File: src/rtl/btn_events_pkg.sv
// Shared types and constants for the button event block.
package btn_events_pkg;

  typedef enum logic [1:0] {
    ST_ARM,
    ST_IDLE,
    ST_HOLD,
    ST_REPEAT
  } state_e;

  localparam int MS_W = 16;

  function automatic int max_ms(input int a, input int b);
    return (a > b) ? a : b;
  endfunction

endpackage

File: src/rtl/btn_events_ms_tick.sv
// 1 ms prescaler: counts 0..CLK_FREQ_KHZ-1 and ticks on the wrap.
// A restart forces the count to 0, so the next tick lands CLK_FREQ_KHZ cycles later.
module ms_tick #(
  parameter int CLK_FREQ_KHZ = 100_000
) (
  input  logic clk,
  input  logic rst,
  input  logic restart,
  output logic tick
);

  localparam int W = (CLK_FREQ_KHZ > 1) ? $clog2(CLK_FREQ_KHZ) : 1;
  localparam logic [W-1:0] LAST = W'(CLK_FREQ_KHZ - 1);

  logic [W-1:0] cnt_q;
  logic [W-1:0] cnt_d;

  assign tick = (cnt_q == LAST);

  always_comb begin
    cnt_d = cnt_q + W'(1);
    if (restart || tick) begin
      cnt_d = '0;
    end
  end

  always_ff @(posedge clk) begin
    if (rst) begin
      cnt_q <= '0;
    end else begin
      cnt_q <= cnt_d;
    end
  end

endmodule

File: src/rtl/btn_events.sv
// Debounced button level to press/release/long-press/auto-repeat pulses; 2-cycle latency.
// Auto-repeat is built only when BTN_AUTOREPEAT_EN is defined; otherwise rpt is tied low.
module btn_events
  import btn_events_pkg::*;
#(
  parameter int CLK_FREQ_KHZ = 100_000,
  parameter int LONG_MS      = 1000,
  parameter int REPEAT_MS    = 200
) (
  input  logic clk,
  input  logic rst,
  input  logic btn,
  output logic press,
  output logic release_pulse,
  output logic long_press,
  output logic rpt,
  output logic held
);

  localparam logic [MS_W-1:0] LONG_C  = MS_W'(LONG_MS);
  localparam logic [MS_W-1:0] CNT_MAX = MS_W'(max_ms(LONG_MS, REPEAT_MS));
`ifdef BTN_AUTOREPEAT_EN
  localparam logic [MS_W-1:0] RPT_C   = MS_W'(REPEAT_MS);
`endif

  logic            btn_q;
  state_e          state_q, state_d;
  logic [MS_W-1:0] ms_cnt_q, ms_cnt_d;
  logic [MS_W-1:0] ms_inc;
  logic            press_q, press_d;
  logic            release_q, release_d;
  logic            long_q, long_d;
  logic            held_q, held_d;
  logic            restart;
  logic            tick;

  ms_tick #(
    .CLK_FREQ_KHZ(CLK_FREQ_KHZ)
  ) u_ms_tick (
    .clk    (clk),
    .rst    (rst),
    .restart(restart),
    .tick   (tick)
  );

  assign ms_inc = ms_cnt_q + MS_W'(1);

`ifdef BTN_AUTOREPEAT_EN
  logic rpt_q, rpt_d;
  assign rpt = rpt_q;
`else
  assign rpt = 1'b0;
`endif

  always_comb begin
    state_d   = state_q;
    ms_cnt_d  = ms_cnt_q;
    press_d   = 1'b0;
    release_d = 1'b0;
    long_d    = 1'b0;
    restart   = 1'b0;
`ifdef BTN_AUTOREPEAT_EN
    rpt_d     = 1'b0;
`endif
    case (state_q)
      ST_ARM: begin
        if (!btn_q) state_d = ST_IDLE;
      end
      ST_IDLE: begin
        if (btn_q) begin
          press_d  = 1'b1;
          restart  = 1'b1;
          ms_cnt_d = '0;
          state_d  = ST_HOLD;
        end
      end
      ST_HOLD: begin
        // Release wins over a threshold crossing in the same cycle.
        if (!btn_q) begin
          release_d = 1'b1;
          state_d   = ST_IDLE;
        end else if (tick && (ms_cnt_q != LONG_C) && (ms_cnt_q < CNT_MAX)) begin
          ms_cnt_d = ms_inc;
          if (ms_inc == LONG_C) begin
            long_d = 1'b1;
`ifdef BTN_AUTOREPEAT_EN
            ms_cnt_d = '0;
            state_d  = ST_REPEAT;
`endif
          end
        end
      end
`ifdef BTN_AUTOREPEAT_EN
      ST_REPEAT: begin
        if (!btn_q) begin
          release_d = 1'b1;
          state_d   = ST_IDLE;
        end else if (tick) begin
          ms_cnt_d = ms_inc;
          if (ms_inc == RPT_C) begin
            rpt_d    = 1'b1;
            ms_cnt_d = '0;
          end
        end
      end
`endif
      default: begin
        state_d = ST_ARM;
      end
    endcase
    held_d = (state_d == ST_HOLD) || (state_d == ST_REPEAT);
  end

  // btn_q keeps sampling through reset so a button held across reset stays in ARM.
  always_ff @(posedge clk) begin
    btn_q <= btn;
    if (rst) begin
      state_q   <= ST_ARM;
      ms_cnt_q  <= '0;
      press_q   <= 1'b0;
      release_q <= 1'b0;
      long_q    <= 1'b0;
      held_q    <= 1'b0;
`ifdef BTN_AUTOREPEAT_EN
      rpt_q     <= 1'b0;
`endif
    end else begin
      state_q   <= state_d;
      ms_cnt_q  <= ms_cnt_d;
      press_q   <= press_d;
      release_q <= release_d;
      long_q    <= long_d;
      held_q    <= held_d;
`ifdef BTN_AUTOREPEAT_EN
      rpt_q     <= rpt_d;
`endif
    end
  end

  assign press         = press_q;
  assign release_pulse = release_q;
  assign long_press    = long_q;
  assign held          = held_q;

endmodule

File: config.mk
export PLATFORM = sky130hd
export DESIGN_NAME = btn_events
export DESIGN_NICKNAME = d
export VERILOG_FILES = /design/src/rtl/btn_events_pkg.sv /design/src/rtl/btn_events_ms_tick.sv /design/src/rtl/btn_events.sv
export SDC_FILE = /design/constraint.sdc
export NUM_CORES = 1
export LEC_CHECK = 0
export CAP_MARGIN = 20
export CORE_MARGIN = 10
export CORE_UTILIZATION = 43
export CTS_CLUSTER_SIZE = 20
export DETAILED_ROUTE_END_ITERATION = 12
export PLACE_DENSITY_LB_ADDON = 0.15
export SYNTH_ARGS = -nofsm -noshare
export SYNTH_HDL_FRONTEND = slang
export SYNTH_SLANG_ARGS = --single-unit
File: constraint.sdc
create_clock -name clk -period 1.6 [get_ports clk]
set_input_delay 0.16 -clock clk [delete_from_list [all_inputs] [get_ports clk]]
set_output_delay 0.16 -clock clk [all_outputs]
set_load 0.1 [all_outputs]
==> run_results.csv, run 1 <==
group,metric,value,unit
final_layout,fin_cells,315,
cts,numCtsBuffers,5,
sta,layout_setup_ws,-0.0827,ns
power_and_ir_drop,power_frac_clock,42.8,%
cts,clock-sinks,40,
run,maxCapViolCount,0,
grt,grt_max_degree,17,
cts,htreeDepth,2,
synth,netlist_instances,210,
floorplanning,start_util,44.0,%
place,dp_hpwl,3290,microns
min_path,min_path_cells,1,
outcome,violations,"setup timing",
synth,avgSynthCellArea,9.00,sq um
worst_setup_path,start_kind,"flop",
cts,cts_root_buf,"clkbuf_8",
final_layout,final_area,2590,sq um
routing,wirelength,4530,microns
cts,clk_pin_slew,0.09,ns
place,place_congestion,0.812,
synth,yosys.area_share.simple,31.7,%
synth,synth_area_leader_cell,"dfxtp_1",
synth,synthAdderAreaFrac,2.65,%
final_layout,antenna_cells,0,
routing,antenna_left,0,
final_layout,regArea,808,sq um
synth,synth_top_family_by_area,"simple AND/OR/NAND/NOR gates",
place,port_buffers,6,
power_and_ir_drop,peakVddDrop,618,uV
routing,drtIter0Drc,106,
min_path,min_to,"btn_q$_DFF_P_",
grt,grt_pass1_wl,7740,microns
routing,num_vias,1673,
power_and_ir_drop,switchingPower,0.478,mW
floorplanning,row_count,24,
worst_setup_path,r2r_slack,-0.08,ns
cts,clk_latency,0.30,ns
final_layout,drive_gt1_share,34.2,%
grt,grt_pass1_vias,1670,
min_path,hold_start,"btn",
worst_setup_path,reg2reg_to,"ms_cnt_q[7]$_SDFFE_PP0P_",
final_layout,final_nets,269,
synth,synth_seq_cells,40,
floorplanning,dieArea,7450,sq um
synth,synth_mux_area_share,0,%
worst_setup_path,crit_path_end_kind,"flop",
worst_setup_path,criticalPathCategory,"reg -> reg",
final_layout,fill_cells,370,
sta,hold_ws,0.299,ns
min_path,holdCritPathClass,"in -> reg",
routing,wl_per_cell,14.4,microns
final_layout,multi_input_area,1130,sq um
power_and_ir_drop,p_comb_share,6.3,%
power_and_ir_drop,internal-power,1.52,mW
routing,via_per_inst,5.31,
cts,cts_tree,"built",
synth,netlist_top_cells_count,"40 x dfxtp_1, 22 x nor2_1, 14 x nand3_1, 13 x nand2_1",
synth,synthMostInstantiatedCell,"dfxtp_1",
routing,dr.pass1.iters,4,
place,place_ws,-0.0977,ns
synth,synth_edf_count,0,
synth,synth_compound_area_share,11.7,%
power_and_ir_drop,p_leak,0.999,nW
sta,period_share,105,%
synth,synth_top_area_share,42.4,%
worst_setup_path,r2r_cells,6,
synth,syn_area,1890,sq um
synth,async_flop_share,0,%
floorplanning,fp.dieW,86.3,microns
synth,synth.lib_cells_used.distinct,48,
power_and_ir_drop,cellPowerDensity,774,nW/um^2
sta,setup_viol,13,
sta,finalHoldViolCount,0,
synth,synthFlopType,"dfxtp_1",
worst_setup_path,arrival,1.91,ns
place,placedInstanceArea,2350,sq um
worst_setup_path,cp-startpoint,"ms_cnt_q[3]$_SDFFE_PP0P_",
floorplanning,io_pins,8,
sta,skew,0.00898,ns
synth,synth_xor_area_share,8.34,%
outcome,outcome,"finished with violations",
sta,rsz0062_at_grt,"true",
worst_setup_path,r2r-start,"ms_cnt_q[3]$_SDFFE_PP0P_",
cts,clk_path_buf_depth,2,
synth,synthTopCellsByArea,"dfxtp_1 42%, nor2_1 4.4%, xnor2_1 4.2%",
power_and_ir_drop,swShare,23.9,%
grt,gr-total-overflow,0,
final_layout,area_growth_syn_to_layout,37.0,%
routing,drc,0,
power_and_ir_drop,report.power.total,2.00,mW
sta,max_freq,594,MHz
cts,postCtsHoldBufs,0,
floorplanning,core,4290,sq um
power_and_ir_drop,seqPwrFrac,50.9,%
grt,track_usage,12.6,%
sta,finalMaxSlewViolations,0,
grt,antenna_found_initial,0,
synth,yosysSeqAreaShare,42.4,%
sta,min_period,1.68,ns
synth,yosys_warnings,0,
floorplanning,die_h,86.3,microns
synth,syn-num-nets,217,
worst_setup_path,crit_required,1.83,ns
place,dpl.cell_count,305,
worst_setup_path,cp_max_fo,6,
[per-stage QoR]
stage	setup TNS (ns)	utilization, %
final	-0.398	60.3
after global routing	-1.40	60.3
after CTS	-0.110	58.8
after detailed placement	-1.29	54.7
after global placement	-0.421	54.7
after floorplan	0	-
[power by group through the flow]
stage / Clock (mW) / Combinational (mW) / Sequential (mW)
2_1_floorplan: 0 / 0.0597 / 1.05
3_3_place_gp: 0 / 0.113 / 1.04
3_5_place_dp: 0 / 0.116 / 1.04
4_1_cts: 0.869 / 0.122 / 1.02
5_1_grt: 0.918 / 0.136 / 1.02
6_report: 0.856 / 0.127 / 1.02
[metal layers]
layer	wire, microns	GRT usage, %
met5	0	0
met4	108	6.04
met3	162	3.28
met2	2100	19.0
met1	2160	16.2
[cell type report]
| type | count | share of cell area [%] |
|---|---|---|
| Sequential cell | 40 | 31.2 |
| Clock buffer | 5 | 2.66 |
| Inverter | 9 | 1.31 |
| Multi-Input combinational cell | 156 | 43.9 |
| Clock inverter | 3 | 1.79 |
| Timing Repair Buffer | 50 | 16.6 |
| Tap cell | 52 | 2.51 |
[how the worst max path moves through the flow]
| stage | to | slack, ns | depth (start not counted) |
|---|---|---|---|
| floorplan | ms_cnt_q[8]$_SDFFE_PP0P_ | 0.003 | 6 |
| global placement | long_press$_SDFF_PP0_ | -0.03 | 6 |
| detailed placement | long_press$_SDFF_PP0_ | -0.1 | 6 |
| CTS | ms_cnt_q[6]$_SDFFE_PP0P_ | -0.03 | 5 |
| global route | ms_cnt_q[7]$_SDFFE_PP0P_ | -0.14 | 6 |
| finish | ms_cnt_q[7]$_SDFFE_PP0P_ | -0.08 | 6 |
[timing repair]
item,CTS,global route
hold endpoints to repair,0,0
gates resized for setup,12,15
endpoints found under the setup margin,31,33
buffers inserted,2,0
pin swaps,7,7
[flip-flops by register name, indices dropped and copies added, names as in the netlist]
signal / cells
long_press: 1
ms_cnt_q: 16
release_pulse: 1
state_q: 2
press: 1
u_ms_tick.cnt_q: 17
held: 1
btn_q: 1
[logic make-up after synthesis]
group | after synthesis
compound gates | 32
xor+xnor | 18
fa+ha+maj | 4
other cells | 1
buf+inv | 14
flops | 40
simple gates | 101
[placed cells by master (no fill, tap or decap), types with 3 or more instances in the layout]
master     n
a21oi_1    5
a311o_1    3
and2_1     7
and3_1     9
buf_12     4
buf_4     44
clkbuf_8   5
dfxtp_1   34
dfxtp_2    6
inv_1      8
nand2_1   13
nand2b_1   3
nand3_1   12
nand4_1    3
nor2_1    22
nor2b_1    4
nor3_1     5
o21ai_0    5
o31ai_2    4
or3_1      4
xnor2_1    8
xor2_1     9
[worst max-delay path: stages (launching register included)]
cell and delay, ns:
dfxtp_1 0.47, inv_1 0.12, a211o_1 0.31, buf_4 0.17
a31oi_2 0.29, o21ai_0 0.17, o31ai_2 0.07
Note: power is estimated with default switching activity, not from simulation.
==> inputs of run 2 (changes only) <==
SETUP_SLACK_MARGIN = 0.3   (was default)
==> run_results.csv, run 2 (same netlist as run 1, synthesis figures left out) <==
group,metric,value,unit
grt,track_usage,13.0,%
outcome,violations,"setup timing",
floorplanning,core,4290,sq um
worst_setup_path,arrival,1.86,ns
place,dp_hpwl,3220,microns
worst_setup_path,start_kind,"flop",
floorplanning,row_count,24,
worst_setup_path,crit_chain,"ha_4, and4bb_1, and4_4, a31o_4, a311o_1, o31ai_2",
grt,grt_pass1_wl,7870,microns
outcome,outcome,"finished with violations",
grt,grt_pass1_vias,1713,
floorplanning,die_h,86.3,microns
worst_setup_path,cp_top_family,"compound AO/OA/AOI/OAI gates",
routing,via_per_inst,5.46,
cts,cts_tree,"built",
worst_setup_path,cpMaxStageDelayCell,"dfxtp_2",
worst_setup_path,crit_required,1.82,ns
floorplanning,start_util,44.0,%
min_path,holdCritPathClass,"in -> reg",
grt,antenna_found_initial,0,
final_layout,top_regs,"u_ms_tick.cnt_q x17, ms_cnt_q x16, state_q x2",
cts,clock-sinks,40,
final_layout,final_common_cell,"buf_4",
worst_setup_path,crit_buf_inv,0,
sta,setup_viol,4,
routing,wl_per_cell,15.2,microns
power_and_ir_drop,cellPowerDensity,733,nW/um^2
cts,clk_path_buf_depth,2,
routing,num_vias,1742,
cts,htreeDepth,2,
cts,clk_latency,0.31,ns
power_and_ir_drop,p_leak,1.04,nW
routing,wirelength,4850,microns
run,maxCapViolCount,0,
routing,drtIter0Drc,62,
sta,min_period,1.64,ns
worst_setup_path,crit_path_end_kind,"flop",
cts,numCtsBuffers,5,
final_layout,final_area,2750,sq um
sta,max_freq,609,MHz
sta,finalMaxSlewViolations,0,
sta,rsz0062_at_grt,"true",
routing,dr.pass1.iters,4,
place,place_ws,-0.0599,ns
floorplanning,dieArea,7450,sq um
worst_setup_path,cp_max_fo,5,
routing,antenna_left,0,
final_layout,area_growth_syn_to_layout,45.3,%
power_and_ir_drop,peakVddDrop,608,uV
worst_setup_path,criticalPathCategory,"reg -> reg",
final_layout,regMostFlops,"u_ms_tick.cnt_q",
sta,finalHoldViolCount,0,
sta,layout_setup_ws,-0.0432,ns
final_layout,antenna_cells,0,
floorplanning,fp.dieW,86.3,microns
power_and_ir_drop,report.power.total,2.01,mW
sta,period_share,103,%
grt,grt_max_degree,15,
place,place_congestion,0.847,
final_layout,fill_cells,369,
place,port_buffers,6,
final_layout,drive_gt1_share,44.2,%
final_layout,final_nets,273,
cts,clk_pin_slew,0.09,ns
cts,cts_root_buf,"clkbuf_8",
place,placedInstanceArea,2350,sq um
grt,gr-total-overflow,0,
floorplanning,io_pins,8,
sta,hold_ws,0.286,ns
worst_setup_path,slowest_delay,0.34,ns
routing,drc,0,
final_layout,largest_reg_flops,17,
sta,skew,0.0130,ns
final_layout,layout_common_cells,"45 x buf_4, 24 x dfxtp_1, 11 x nor2_1, 11 x nand2_1, 10 x nor2_2",
## run 2: cell types whose count changed in the layout (fill, tap and decap cells not counted), sizes merged
cell      before  now
buf           48   51
inv           10    9
or2            2    3
clkinvlp       1    0
clkinv         0    2
## run 2: per-stage QoR
step                      util (%)  instances  setup TNS [ns]
after CTS                     60.6        316         -0.0651
after global placement        54.7        297          -0.331
after floorplan                  -        210               0
final                         63.9        319         -0.0935
after global routing          63.9        319          -0.844
after detailed placement      54.7        297           -1.03
## run 2: timing repair
action / in CTS / in global routing
resized for setup: 19 / 30
hold buffers: 0 / 0
setup endpoints to repair: 33 / 33
gates cloned: 1 / 0
buffers inserted: 10 / 3
pin swaps: 12 / 15
## run 2: final cells by class
cell class / count / area, sq um / share of cell area, %
Multi-Input combinational cell: 157 / 1230 / 44.8
Sequential cell: 40 / 838 / 30.5
Timing Repair Buffer: 53 / 460 / 16.8
Clock buffer: 5 / 68.8 / 2.51
Tap cell: 52 / 65.1 / 2.37
Clock inverter: 3 / 47.5 / 1.73
Inverter: 9 / 33.8 / 1.23
## run 2: final timing paths
| check | from | cells after the start | slack (ns) | to |
|---|---|---|---|---|
| worst min-delay path | btn | 1 | 0.29 | btn_q$_DFF_P_ |
| worst min register to register | ms_cnt_q[14]$_SDFFE_PP0P_ | 1 | 0.47 | ms_cnt_q[14]$_SDFFE_PP0P_ |
| worst max-delay path | u_ms_tick.cnt_q[1]$_SDFF_PP0_ | 6 | -0.04 | ms_cnt_q[6]$_SDFFE_PP0P_ |
| worst max register to register | u_ms_tick.cnt_q[1]$_SDFF_PP0_ | 6 | -0.04 | ms_cnt_q[6]$_SDFFE_PP0P_ |
## run 2: report_power, final
| group | internal, mW | total (mW) | switching (mW) |
|---|---|---|---|
| sequential | 0.996 | 1.01 | 0.0107 |
| combinational | 0.0589 | 0.148 | 0.0889 |
| clock | 0.470 | 0.858 | 0.388 |
| total | 1.52 | 2.01 | 0.488 |
## run 2: worst register-to-register path: stages, from the launching register on
cell	delay [ns]
dfxtp_2	0.34
ha_4	0.16
and4bb_1	0.19
and4_4	0.20
a31o_4	0.25
a311o_1	0.34
o31ai_2	0.07
## run 2: routing by layer
metal	wire [microns]	up-vias	part of all wire (%)	track usage (%)
li1	-	847	-	-
met1	2200	867	45	14.7
met2	2410	17	50	21.6
met3	126	11	2.6	3.85
met4	106	0	2.2	7.07
met5	0	-	0	0
